**src/rtl/uart_pkg.sv**
```systemverilog
// Shared constants and types for the memory-mapped 8N1 UART: register offsets,
// CTRL/STATUS bit positions and the state encoding used by both serial FSMs.
package uart_pkg;

    localparam logic [5:0] UART_CTRL   = 6'h00;
    localparam logic [5:0] UART_STATUS = 6'h04;
    localparam logic [5:0] UART_TXDATA = 6'h08;
    localparam logic [5:0] UART_RXDATA = 6'h0C;

    localparam int CTRL_TX_EN = 16;
    localparam int CTRL_RX_EN = 17;

    localparam int ST_TX_COUNT    = 0;
    localparam int ST_TX_FULL     = 3;
    localparam int ST_TX_EMPTY    = 4;
    localparam int ST_RX_COUNT    = 5;
    localparam int ST_RX_FULL     = 8;
    localparam int ST_RX_EMPTY    = 9;
    localparam int ST_TX_BUSY     = 10;
    localparam int ST_RX_OVERRUN  = 11;
    localparam int ST_FRAME_ERR   = 12;
    localparam int ST_TX_OVERFLOW = 13;

    localparam logic [15:0] MIN_DIV = 16'd4;

    typedef enum logic [1:0] {
        S_IDLE  = 2'd0,
        S_START = 2'd1,
        S_DATA  = 2'd2,
        S_STOP  = 2'd3
    } uart_state_e;

    // Divisors below the minimum cannot fit a half-bit wait, so they are raised.
    function automatic logic [15:0] clamp_div(input logic [15:0] d);
        return (d < MIN_DIV) ? MIN_DIV : d;
    endfunction

endpackage

```
**src/rtl/sync_fifo.sv**
```systemverilog
// Small synchronous FIFO with occupancy count; head word reads 0 when empty.
// A push on a full FIFO is accepted only when a pop happens in the same cycle.
module sync_fifo #(
    parameter int DEPTH = 4,
    parameter int WIDTH = 8
) (
    input  logic                       clk_i,
    input  logic                       rst_i,
    input  logic                       push,
    input  logic                       pop,
    input  logic [WIDTH-1:0]           wdata,
    output logic [WIDTH-1:0]           rdata,
    output logic                       full,
    output logic                       empty,
    output logic [$clog2(DEPTH):0]     count
);
    localparam int AW = $clog2(DEPTH);

    logic [WIDTH-1:0] mem [DEPTH];
    logic [AW-1:0]    wr_ptr;
    logic [AW-1:0]    rd_ptr;
    logic             do_push;
    logic             do_pop;

    assign empty   = (count == '0);
    assign full    = (count == (AW+1)'(DEPTH));
    assign do_pop  = pop & ~empty;
    assign do_push = push & (~full | do_pop);
    assign rdata   = empty ? '0 : mem[rd_ptr];

    always_ff @(posedge clk_i) begin
        if (do_push) mem[wr_ptr] <= wdata;
    end

    always_ff @(posedge clk_i) begin
        if (rst_i) begin
            wr_ptr <= '0;
            rd_ptr <= '0;
            count  <= '0;
        end else begin
            if (do_push) wr_ptr <= wr_ptr + 1'b1;
            if (do_pop)  rd_ptr <= rd_ptr + 1'b1;
            case ({do_push, do_pop})
                2'b10:   count <= count + 1'b1;
                2'b01:   count <= count - 1'b1;
                default: count <= count;
            endcase
        end
    end

endmodule

```
**src/rtl/uart.sv**
```systemverilog
// Memory-mapped 8N1 UART: CTRL/STATUS/TXDATA/RXDATA registers, programmable
// baud divisor, TX and RX FIFOs, registered tx_o and synchronized rx_i.
module uart
    import uart_pkg::*;
#(
    parameter int          FIFO_DEPTH = 4,
    parameter logic [15:0] RESET_DIV  = 16'd868
) (
    input  logic        clk_i,
    input  logic        rst_i,
    input  logic        we_i,
    input  logic [3:0]  be_i,
    input  logic [5:0]  addr_i,
    input  logic [31:0] wdata_i,
    output logic [31:0] rdata_o,
    input  logic        rx_i,
    output logic        tx_o
);
    localparam int CW = $clog2(FIFO_DEPTH) + 1;

    logic [5:0]  word_addr;
    logic        wr_ctrl, wr_status, wr_txdata, wr_rxdata;
    logic [15:0] div;
    logic [15:0] new_div;
    logic        tx_en, rx_en;
    logic        rx_overrun, frame_err, tx_overflow;

    logic          tx_push, tx_pop, tx_full, tx_empty;
    logic [7:0]    tx_head;
    logic [CW-1:0] tx_count;
    logic          rx_push, rx_pop, rx_full, rx_empty;
    logic [7:0]    rx_head;
    logic [CW-1:0] rx_count;

    uart_state_e tx_state;
    logic [15:0] tx_cnt;
    logic [2:0]  tx_idx;
    logic [7:0]  tx_shift;
    logic        tx_tick;

    uart_state_e rx_state;
    logic [15:0] rx_cnt;
    logic [2:0]  rx_idx;
    logic [7:0]  rx_shift;
    logic [1:0]  rx_sync;
    logic        rx_s, rx_prev, rx_tick;
    logic        rx_done, rx_good, rx_bad;

    logic [31:0] status;
    logic        unused;

    assign unused = ^{wdata_i[31:18], addr_i[1:0], be_i[3]};

    // ---------------- register decode ----------------
    assign word_addr = {addr_i[5:2], 2'b00};
    assign wr_ctrl   = we_i && (word_addr == UART_CTRL);
    assign wr_status = we_i && (word_addr == UART_STATUS);
    assign wr_txdata = we_i && (word_addr == UART_TXDATA) && be_i[0];
    assign wr_rxdata = we_i && (word_addr == UART_RXDATA) && be_i[0];

    assign new_div = {be_i[1] ? wdata_i[15:8] : div[15:8],
                      be_i[0] ? wdata_i[7:0]  : div[7:0]};

    always_ff @(posedge clk_i) begin
        if (rst_i) begin
            div   <= RESET_DIV;
            tx_en <= 1'b0;
            rx_en <= 1'b0;
        end else if (wr_ctrl) begin
            if (be_i[0] || be_i[1]) div <= clamp_div(new_div);
            if (be_i[2]) begin
                tx_en <= wdata_i[CTRL_TX_EN];
                rx_en <= wdata_i[CTRL_RX_EN];
            end
        end
    end

    // Sticky flags: a new event in the same cycle as a clear wins.
    always_ff @(posedge clk_i) begin
        if (rst_i) begin
            rx_overrun  <= 1'b0;
            frame_err   <= 1'b0;
            tx_overflow <= 1'b0;
        end else begin
            if (wr_status && be_i[1] && wdata_i[ST_RX_OVERRUN])  rx_overrun  <= 1'b0;
            if (wr_status && be_i[1] && wdata_i[ST_FRAME_ERR])   frame_err   <= 1'b0;
            if (wr_status && be_i[1] && wdata_i[ST_TX_OVERFLOW]) tx_overflow <= 1'b0;
            if (rx_done && rx_good && rx_full && !rx_pop) rx_overrun  <= 1'b1;
            if (rx_bad)                                   frame_err   <= 1'b1;
            if (wr_txdata && tx_full)                     tx_overflow <= 1'b1;
        end
    end

    // ---------------- FIFOs ----------------
    assign tx_push = wr_txdata & ~tx_full;
    assign rx_pop  = wr_rxdata;
    assign rx_push = rx_done & rx_good;

    sync_fifo #(.DEPTH(FIFO_DEPTH), .WIDTH(8)) u_tx_fifo (
        .clk_i (clk_i),
        .rst_i (rst_i),
        .push  (tx_push),
        .pop   (tx_pop),
        .wdata (wdata_i[7:0]),
        .rdata (tx_head),
        .full  (tx_full),
        .empty (tx_empty),
        .count (tx_count)
    );

    sync_fifo #(.DEPTH(FIFO_DEPTH), .WIDTH(8)) u_rx_fifo (
        .clk_i (clk_i),
        .rst_i (rst_i),
        .push  (rx_push),
        .pop   (rx_pop),
        .wdata (rx_shift),
        .rdata (rx_head),
        .full  (rx_full),
        .empty (rx_empty),
        .count (rx_count)
    );

    // ---------------- TX FSM ----------------
    // The next frame starts straight out of the stop bit, so there is no idle gap.
    assign tx_tick = (tx_cnt == 16'd0);
    assign tx_pop  = tx_en & ~tx_empty &
                     ((tx_state == S_IDLE) || (tx_state == S_STOP && tx_tick));

    always_ff @(posedge clk_i) begin
        if (rst_i) begin
            tx_state <= S_IDLE;
            tx_o     <= 1'b1;
            tx_cnt   <= '0;
            tx_idx   <= '0;
            tx_shift <= '0;
        end else begin
            case (tx_state)
                S_IDLE: begin
                    if (tx_pop) begin
                        tx_state <= S_START;
                        tx_o     <= 1'b0;
                        tx_cnt   <= div - 16'd1;
                        tx_shift <= tx_head;
                    end
                end
                S_START: begin
                    if (tx_tick) begin
                        tx_state <= S_DATA;
                        tx_o     <= tx_shift[0];
                        tx_shift <= {1'b0, tx_shift[7:1]};
                        tx_idx   <= '0;
                        tx_cnt   <= div - 16'd1;
                    end else begin
                        tx_cnt <= tx_cnt - 16'd1;
                    end
                end
                S_DATA: begin
                    if (tx_tick) begin
                        tx_cnt <= div - 16'd1;
                        if (tx_idx == 3'd7) begin
                            tx_state <= S_STOP;
                            tx_o     <= 1'b1;
                        end else begin
                            tx_o     <= tx_shift[0];
                            tx_shift <= {1'b0, tx_shift[7:1]};
                            tx_idx   <= tx_idx + 3'd1;
                        end
                    end else begin
                        tx_cnt <= tx_cnt - 16'd1;
                    end
                end
                default: begin
                    if (tx_tick) begin
                        if (tx_pop) begin
                            tx_state <= S_START;
                            tx_o     <= 1'b0;
                            tx_cnt   <= div - 16'd1;
                            tx_shift <= tx_head;
                        end else begin
                            tx_state <= S_IDLE;
                        end
                    end else begin
                        tx_cnt <= tx_cnt - 16'd1;
                    end
                end
            endcase
        end
    end

    // ---------------- RX path ----------------
    assign rx_s    = rx_sync[1];
    assign rx_tick = (rx_cnt == 16'd0);
    assign rx_done = rx_en && (rx_state == S_STOP) && rx_tick;
    assign rx_good = rx_s;
    assign rx_bad  = rx_done && !rx_s;

    always_ff @(posedge clk_i) begin
        if (rst_i) begin
            rx_sync <= 2'b11;
            rx_prev <= 1'b1;
        end else begin
            rx_sync <= {rx_sync[0], rx_i};
            rx_prev <= rx_s;
        end
    end

    always_ff @(posedge clk_i) begin
        if (rst_i) begin
            rx_state <= S_IDLE;
            rx_cnt   <= '0;
            rx_idx   <= '0;
            rx_shift <= '0;
        end else if (!rx_en) begin
            rx_state <= S_IDLE;
        end else begin
            case (rx_state)
                S_IDLE: begin
                    if (rx_prev && !rx_s) begin
                        rx_state <= S_START;
                        rx_cnt   <= (div >> 1) - 16'd1;
                    end
                end
                S_START: begin
                    if (rx_tick) begin
                        if (rx_s) begin
                            rx_state <= S_IDLE;
                        end else begin
                            rx_state <= S_DATA;
                            rx_idx   <= '0;
                            rx_cnt   <= div - 16'd1;
                        end
                    end else begin
                        rx_cnt <= rx_cnt - 16'd1;
                    end
                end
                S_DATA: begin
                    if (rx_tick) begin
                        rx_shift <= {rx_s, rx_shift[7:1]};
                        rx_cnt   <= div - 16'd1;
                        if (rx_idx == 3'd7) rx_state <= S_STOP;
                        else                rx_idx   <= rx_idx + 3'd1;
                    end else begin
                        rx_cnt <= rx_cnt - 16'd1;
                    end
                end
                default: begin
                    if (rx_tick) rx_state <= S_IDLE;
                    else         rx_cnt   <= rx_cnt - 16'd1;
                end
            endcase
        end
    end

    // ---------------- read mux ----------------
    always_comb begin
        status = '0;
        status[ST_TX_COUNT +: 3] = 3'(tx_count);
        status[ST_TX_FULL]       = tx_full;
        status[ST_TX_EMPTY]      = tx_empty;
        status[ST_RX_COUNT +: 3] = 3'(rx_count);
        status[ST_RX_FULL]       = rx_full;
        status[ST_RX_EMPTY]      = rx_empty;
        status[ST_TX_BUSY]       = (tx_state != S_IDLE);
        status[ST_RX_OVERRUN]    = rx_overrun;
        status[ST_FRAME_ERR]     = frame_err;
        status[ST_TX_OVERFLOW]   = tx_overflow;
    end

    always_comb begin
        rdata_o = '0;
        case (word_addr)
            UART_CTRL:   rdata_o = {14'd0, rx_en, tx_en, div};
            UART_STATUS: rdata_o = status;
            UART_RXDATA: rdata_o = {23'd0, ~rx_empty, rx_head};
            default:     rdata_o = '0;
        endcase
    end

endmodule

```
**config.mk**
```make
export PLATFORM = sky130hd
export DESIGN_NAME = uart
export DESIGN_NICKNAME = d
export VERILOG_FILES = /design/src/rtl/uart_pkg.sv /design/src/rtl/sync_fifo.sv /design/src/rtl/uart.sv
export SDC_FILE = /design/constraint.sdc
export NUM_CORES = 1
export LEC_CHECK = 0
export ABC_AREA = 1
export BUFFER_PORTS_ARGS = -buffer_cell sky130_fd_sc_hd__buf_2
export CAP_MARGIN = 0
export CORE_MARGIN = 3
export CORE_UTILIZATION = 30
export CTS_BUF_LIST = sky130_fd_sc_hd__clkbuf_2 sky130_fd_sc_hd__clkbuf_4 sky130_fd_sc_hd__clkbuf_8
export DETAILED_ROUTE_END_ITERATION = 10
export PLACE_DENSITY = 0.53
export SLEW_MARGIN = 20
export SYNTH_ARGS = -nofsm -noshare
export SYNTH_HDL_FRONTEND = slang
export SYNTH_SLANG_ARGS = --single-unit
```
**constraint.sdc**
```tcl
create_clock -name clk_i -period 4.79 [get_ports clk_i]
set_input_delay 0.7185 -clock clk_i [delete_from_list [all_inputs] [get_ports clk_i]]
set_output_delay 0.7185 -clock clk_i [all_outputs]
set_load 0.01 [all_outputs]
```
==> impl_summary.log, run 1 <==
INFO  metric regToRegStartpoint = rx_cnt[0]$_SDFFE_PP0P_
INFO  metric yosysUniqueCellTypes = 46
INFO  metric synth_most_common_cell = nand2_1
INFO  metric dpl_cell_area = between 10,000 and 15,000 µm²
INFO  metric leakagePower = just under 5 nW
INFO  metric finalSetupViolations = 0
INFO  metric dieHeight = about 190 µm
INFO  metric netSwitchingPower = around 2.0 mW
INFO  metric post_route_setup_tns = 0 ps
INFO  metric powerDensity = between 400 and 500 nW/µm²
INFO  metric globalplace.congestion = ~0.9
INFO  metric kind_of_launch_point_of_the_worst_setup_path = flip-flop
INFO  metric die_w = approximately 190 µm
INFO  metric clock_skew = between 15 and 20 ps
INFO  metric worstPathArrival = 3270 ps
INFO  metric synth_edf_count = 64
INFO  metric met1_usage = 0.2246
INFO  metric post-route-period-util = 0.6621
INFO  metric shortest_period_the_worst_path_allows = around 3200 ps
INFO  metric p_clk_frac = 0.233
INFO  metric cell_internal_pwr = 2.560 mW
INFO  metric detail_route.drc_violations = 0
INFO  metric wirelength = 29.40 mm
INFO  metric detail_route.vias_per_cell = 4.914
INFO  metric max_cap_viol_count = 0
INFO  metric core = 32,950 µm²
INFO  metric ys_seq_area_frac = 0.3888
INFO  metric grt_first_pass_wirelength = 47.24 mm
INFO  metric post_cts.repair.setup_buffers = 0
INFO  metric p_total = 4.601 mW
INFO  metric fmax = roughly 320 MHz
INFO  metric placed_cells = 1,902
INFO  metric grt_use_met3 = 0.02948
INFO  metric total_number_of_yosys_warnings = 0
INFO  metric setup_repair_after_global_routing_missed_its_margin = no
INFO  metric share_seq_of_total_power = 0.351
INFO  metric max-vdd-ir-drop = between 0.2 and 0.3 mV
INFO  metric synth.cells.most_frequent = nand2_1 (359), nor2_1 (228), inv_1 (157)
INFO  metric share_of_cells_above_drive_strength_1 = 0.08043
INFO  metric synth_top_area_cell = dfxtp_1
INFO  metric cp_data_required_time = 4880 ps
INFO  metric grt.met2_usage = 0.2703
INFO  metric tritoncts_clock_tree = done
INFO  metric routed-via-count = around 9,500
INFO  metric grt_overflow = 0
INFO  metric number_of_primary_i_o_pins = between 70 and 80
INFO  metric globalRoute.busiestLayer = met2
INFO  metric final-hold-violation-count = 0
INFO  metric htree_num_levels = 4
INFO  metric synthTopCellsByArea = dfxtp_1 (20%), edfxtp_1 (19%), nand2_1 (13%)
INFO  metric timing_worst_setup_path_type = reg2reg
INFO  metric clkSlewWorstSetupHoldPaths = around 110 ps
INFO  metric holdBufCountCts = 0
INFO  metric row_count = between 60 and 70
INFO  metric p_comb_frac = 0.416
INFO  metric buffer_ports.inserted = between 40 and 50
INFO  metric critical_path_peak_fanout = 11
INFO  metric synth_area_per_cell = between 6 and 7 µm²
INFO  metric area.growth.synth_to_final = 9.227%
INFO  metric dp.final_hpwl = 21.20 mm
INFO  metric timing.final.ws_setup = ~1600 ps
INFO  metric cts_sinks = 165
INFO  metric pin_count_of_the_biggest_net_entering_global_routing = a little over 50
INFO  metric first_pass_iters = 5
INFO  metric status = finished, final reports clean
INFO  metric final_cell_count_no_fill = between 1,500 and 2,000
INFO  metric synth_largest_type_area_fraction = 0.1994
INFO  metric numCtsBuffers = 17
INFO  metric clock_insertion_delay_worst_skew = between 400 and 500 ps
INFO  metric synth.cell_area = just over 10,000 µm²
INFO  metric grt_antenna_before_repair = 0
INFO  metric min_from = rx_sync[0]$_SDFF_PP1_
INFO  metric finish.instance_area = approximately 11,000 µm²
INFO  metric grt_pass1_vias = between 8,000 and 9,000
INFO  metric die_area = between 30,000 and 40,000 µm²
INFO  metric synth.ff_latch_count = 165
INFO  metric ctsLongestPathBuffers = 2
INFO  metric headroom_to_the_max_slew_limit = 0.3044
INFO  metric synthesis.instances = 1,462
INFO  metric worst_setup_path_startpoint = rx_cnt[0]$_SDFFE_PP0P_
INFO  metric critical_path.endpoint_type = flip-flop
INFO  metric overall_routing_resource_usage = 0.1645
INFO  metric slew_violations = 0
INFO  metric post_cts.resized_instances = 0
INFO  metric power.share.switching = 0.4436
INFO  metric max_slew.worst_pin.slew = between 1000 and 1500 ps
INFO  metric drt_first_iter_violations = roughly 690
INFO  metric start_util = 0.3078
INFO  metric antenna_violating_nets_post_route = 0
INFO  metric synth_async_sr_flop_share = 0
INFO  metric ys_dominant_reg_cell = dfxtp_1
INFO  metric root_driver = clkbuf_8
INFO  metric worst_hold_class = reg2reg
INFO  metric finalNetCount = 1,558
INFO  metric dp_slack = 1629 ps
INFO  metric wl_per_cell = 15.20 µm
[per-layer routing]
| layer | vias to the layer above | part of all wire |
|---|---|---|
| met5 | - | 0 |
| met4 | 0 | 0.013 |
| met3 | 25 | 0.045 |
| met2 | 203 | 0.46 |
| met1 | 4472 | 0.48 |
| li1 | 4809 | - |
[sequential cells by signal, indices dropped and copies added (netlist names), 2 cells and up, named ones only]
name              count
u_rx_fifo.wr_ptr      2
rx_cnt               16
tx_idx                3
u_rx_fifo.mem        32
u_tx_fifo.mem        32
tx_cnt               16
u_rx_fifo.count       3
rx_sync               2
rx_shift              8
tx_state              2
rx_state              2
div                  16
u_rx_fifo.rd_ptr      2
u_tx_fifo.rd_ptr      2
rx_idx                3
u_tx_fifo.wr_ptr      2
tx_shift              8
u_tx_fifo.count       3
[critical path, cell delays in order, from the launching register on]
cell and delay (ps):
dfxtp_1 360, inv_1 90, ha_1 200, nand2_1 80, nor3_1 370, nand2_1 420, nor4_2 310, nand2_1 250
nor2_1 700
[power groups by stage]
stage	logic (mW)	clock network, mW	registers (mW)
2_1_floorplan	1.53	0	1.62
3_3_place_gp	1.90	0	1.64
6_report	1.91	1.07	1.61
4_1_cts	1.92	1.11	1.61
5_1_grt	2.19	1.16	1.62
3_5_place_dp	1.91	0	1.64
[final timing paths]
check / endpoint / slack [ps] / cells past startpoint
setup / recovery: u_rx_fifo.mem[1][7]$_DFFE_PP_ / 1620 / 8
hold / removal: rx_sync[1]$_SDFF_PP1_ / 420 / 1
setup reg to reg: u_rx_fifo.mem[1][7]$_DFFE_PP_ / 1620 / 8
hold reg to reg: rx_sync[1]$_SDFF_PP1_ / 420 / 1
[through the flow]
step                utilization  hold slack [ps]
finish                   0.3362            419.8
global route             0.3361            396.8
CTS                      0.3361            376.3
detailed placement       0.3236            394.7
global placement         0.3236            391.8
floorplan                     -            389.5
[layout make-up]
class | count | area (µm²)
fillers | 3593 | 21870
multi-input cells | 1084 | 5299
flip-flops and latches | 165 | 3944
inverters | 160 | 600.6
well taps | 442 | 553.0
repair buffers | 51 | 265.3
clock buffers | 17 | 234.0
clock inverters | 15 | 180.2
diodes | 1 | 2.502
[cells in the final DEF, fill, tap and decap left out, types with 4 or more instances in the layout]
cell / instances
nand2_1: 359
nor2_1: 228
inv_1: 156
nand3_1: 134
o21ai_0: 105
dfxtp_1: 101
a21oi_1: 77
edfxtp_1: 64
buf_2: 47
ha_1: 31
clkbuf_8: 17
conb_1: 14
nor3_1: 12
xor2_1: 12
nand4_1: 11
nand2_2: 9
o32ai_1: 9
nor2_2: 8
a211oi_1: 8
o21bai_1: 8
o221ai_1: 7
a32oi_1: 7
nor4_1: 7
inv_8: 6
o211ai_1: 5
or2_2: 5
nor2_4: 4
buf_4: 4
[cells by family (layout without fill, tap and decap cells)]
| family | count (synthesis) | after routing | synth area share |
|---|---|---|---|
| AND/OR/NAND/NOR | 785 | 785 | 0.3273 |
| AO/OA/AOI/OAI | 237 | 237 | 0.1348 |
| buffers and inverters | 226 | 243 | 0.09351 |
| flip-flops | 165 | 165 | 0.3888 |
| adder cells (fa/ha/maj) | 33 | 33 | 0.04219 |
| XOR/XNOR | 15 | 15 | 0.01295 |
| other | 1 | 15 | 0.0003697 |
(Power assumes the default switching activity.)
==> run 2: changes to the inputs <==
==> constraint.sdc (replaced) <==
create_clock -name clk_i -period 3.27 [get_ports clk_i]
set_input_delay 0.4905 -clock clk_i [delete_from_list [all_inputs] [get_ports clk_i]]
set_output_delay 0.4905 -clock clk_i [all_outputs]
set_load 0.01 [all_outputs]
==> impl_summary.log, run 2 (synthesized netlist as in run 1, its figures left out) <==
INFO  metric post-route-period-util = 0.8584
INFO  metric number_of_primary_i_o_pins = 79 (unchanged)
INFO  metric fmax = about 360 MHz
INFO  metric finalSetupViolations = 0 (unchanged)
INFO  metric routed-via-count = 9,438 (-0.75%)
INFO  metric max_slew.worst_pin.slew = 754.9 ps (-288.5 ps)
INFO  metric post_cts.resized_instances = 0 (unchanged)
INFO  metric die_w = 189.9 µm (unchanged)
INFO  metric post_route_setup_tns = 0 ps (unchanged)
INFO  metric crit_path_max_incr_delay = 480 ps (-220 ps)
INFO  metric buffer_ports.inserted = 47 (unchanged)
INFO  metric worstPathArrival = 2320 ps (-950 ps)
INFO  metric antenna_violating_nets_post_route = 0 (unchanged)
INFO  metric status = finished, final reports clean
INFO  metric tritoncts_clock_tree = done
INFO  metric globalplace.congestion = 0.8824 (+0.35%)
INFO  metric numCtsBuffers = 17 (unchanged)
INFO  metric start_util = 0.3078 (unchanged)
INFO  metric layout_top_registers = u_rx_fifo.mem x32, u_tx_fifo.mem x32
INFO  metric first_pass_iters = 5 (unchanged)
INFO  metric setup_repair_after_global_routing_missed_its_margin = no
INFO  metric max-vdd-ir-drop = 0.3510 mV (+26%)
INFO  metric sum_of_buffers_and_inverters_on_the_critical_path = 2 (+1)
INFO  metric clock_insertion_delay_worst_skew = 470 ps (about the same)
INFO  metric die_area = 36,050 µm² (unchanged)
INFO  metric kind_of_launch_point_of_the_worst_setup_path = flip-flop
INFO  metric overall_routing_resource_usage = 0.1626 (-0.001942)
INFO  metric cts_sinks = 165 (unchanged)
INFO  metric layout.cells.most_common_list = nand2_1 (359), nor2_1 (228), inv_1 (156)
INFO  metric p_total = 6.847 mW (+49%)
INFO  metric wl_per_cell = 14.96 µm (-1.6%)
INFO  metric antennaDiodeCount = 0 (-1)
INFO  metric worst_path_dominant_cell_family = buffers and inverters
INFO  metric cp_slowest_cell = dfxtp_1
INFO  metric pin_count_of_the_biggest_net_entering_global_routing = 33 (-35%)
INFO  metric root_driver = clkbuf_8
INFO  metric final-hold-violation-count = 0 (unchanged)
INFO  metric shortest_period_the_worst_path_allows = around 2800 ps
INFO  metric area.growth.synth_to_final = 10.70%
INFO  metric detail_route.vias_per_cell = 4.830 (-1.7%)
INFO  metric dp.final_hpwl = 21.48 mm (+1.3%)
INFO  metric drt_first_iter_violations = 735 (+7.1%)
INFO  metric wirelength = 29.22 mm (-0.61%)
INFO  metric leakagePower = 4.949 nW (+2.3%)
INFO  metric grt_pass1_vias = 8,724 (-2.0%)
INFO  metric dieHeight = 189.9 µm (unchanged)
INFO  metric clkSlewWorstSetupHoldPaths = 100 ps (about the same)
INFO  metric timing_worst_setup_path_type = reg2out
INFO  metric detail_route.drc_violations = 0 (unchanged)
INFO  metric critical_path.endpoint_type = output port
INFO  metric htree_num_levels = 4 (unchanged)
INFO  metric layout.cells.most_common = nand2_1
INFO  metric post_cts.repair.setup_buffers = 0 (unchanged)
INFO  metric cp_data_required_time = 2780 ps (-2100 ps)
INFO  metric finalNetCount = 1,578 (+1.3%)
INFO  metric ctsLongestPathBuffers = 2 (unchanged)
INFO  metric placed_cells = 1,922 (+1.1%)
INFO  metric grt_overflow = 0 (unchanged)
INFO  metric slew_violations = 0 (unchanged)
INFO  metric path_cells = inv_1 > nor2_1 > o32ai_1 > nand2_1 > o221ai_1 > buf_2
INFO  metric holdBufCountCts = 0 (unchanged)
INFO  metric critical_path_peak_fanout = 17 (+6)
INFO  metric grt_first_pass_wirelength = 46.90 mm (-0.73%)
INFO  metric core = 32,950 µm² (unchanged)
INFO  metric row_count = 66 (unchanged)
INFO  metric headroom_to_the_max_slew_limit = 0.4962 (+0.1918)
INFO  metric final_cell_count_no_fill = 1,954 (+0.98%)
INFO  metric worst_hold_class = in2reg
INFO  metric share_of_cells_above_drive_strength_1 = 0.09259 (+0.01216)
INFO  metric clock_skew = 14.13 ps (-4.144 ps)
INFO  metric powerDensity = 609.9 nW/µm² (+47%)
INFO  metric grt_antenna_before_repair = 0 (unchanged)
INFO  metric max_cap_viol_count = 0 (unchanged)
-- run 2: layer usage --
metal,global-route usage,share of wire,wire (µm),up-vias
li1,-,-,-,4843
met1,0.2314,0.49,14330,4409
met2,0.2643,0.46,13510,172
met3,0.02617,0.040,1180,14
met4,0.02730,0.0071,208,0
met5,0,0,0,-
-- run 2: cell type report --
type / count / area [µm²]
Multi-Input combinational cell: 1084 / 5299
Inverter: 160 / 600.6
Clock buffer: 17 / 234.0
Clock inverter: 15 / 181.4
Tap cell: 442 / 553.0
Timing Repair Buffer: 71 / 415.4
Fill cell: 3577 / 21720
Sequential cell: 165 / 3944
-- run 2: worst paths after layout --
check | slack, ps | to | startpoint | cells after the start
max reg2reg | 490 | u_rx_fifo.count[2]$_SDFFE_PP0P_ | rx_cnt[0]$_SDFFE_PP0P_ | 14
min reg2reg | 420 | rx_sync[1]$_SDFF_PP1_ | rx_sync[0]$_SDFF_PP1_ | 1
max | 460 | rdata_o[4] | flip-flop | 6
min | 200 | rx_sync[0]$_SDFF_PP1_ | rx_i | 2
-- run 2: report_power, final --
part / switching [mW] / total, mW / internal (mW)
combinational: 2.00 / 2.92 / 0.918
clock: 0.912 / 1.57 / 0.654
sequential: 0.122 / 2.36 / 2.24
total: 3.03 / 6.85 / 3.81
-- run 2: worst reg2reg max path: stages, from the launching register on --
cell	delay (ps)
dfxtp_1	360
inv_1	90
ha_1	200
nand2_1	90
nor3_1	380
nand2_1	160
nor4_2	250
nand2_1	250
ha_1	240
inv_1	90
fa_1	190
a21oi_1	70
o21ai_0	90
o21ai_0	100
a21oi_1	140
-- run 2: per-stage QoR --
stage                     setup WS (ps)  cell area, µm²  utilization  hold WS (ps)
after global routing              195.0           11230       0.3407         171.5
after global placement            520.6           10810       0.3281         392.8
after detailed placement          525.8           10810       0.3281         392.3
after floorplan                   815.6           10190            -         389.5
final                             463.2           11230       0.3407         199.6
after CTS                         377.6           11230       0.3407         172.4
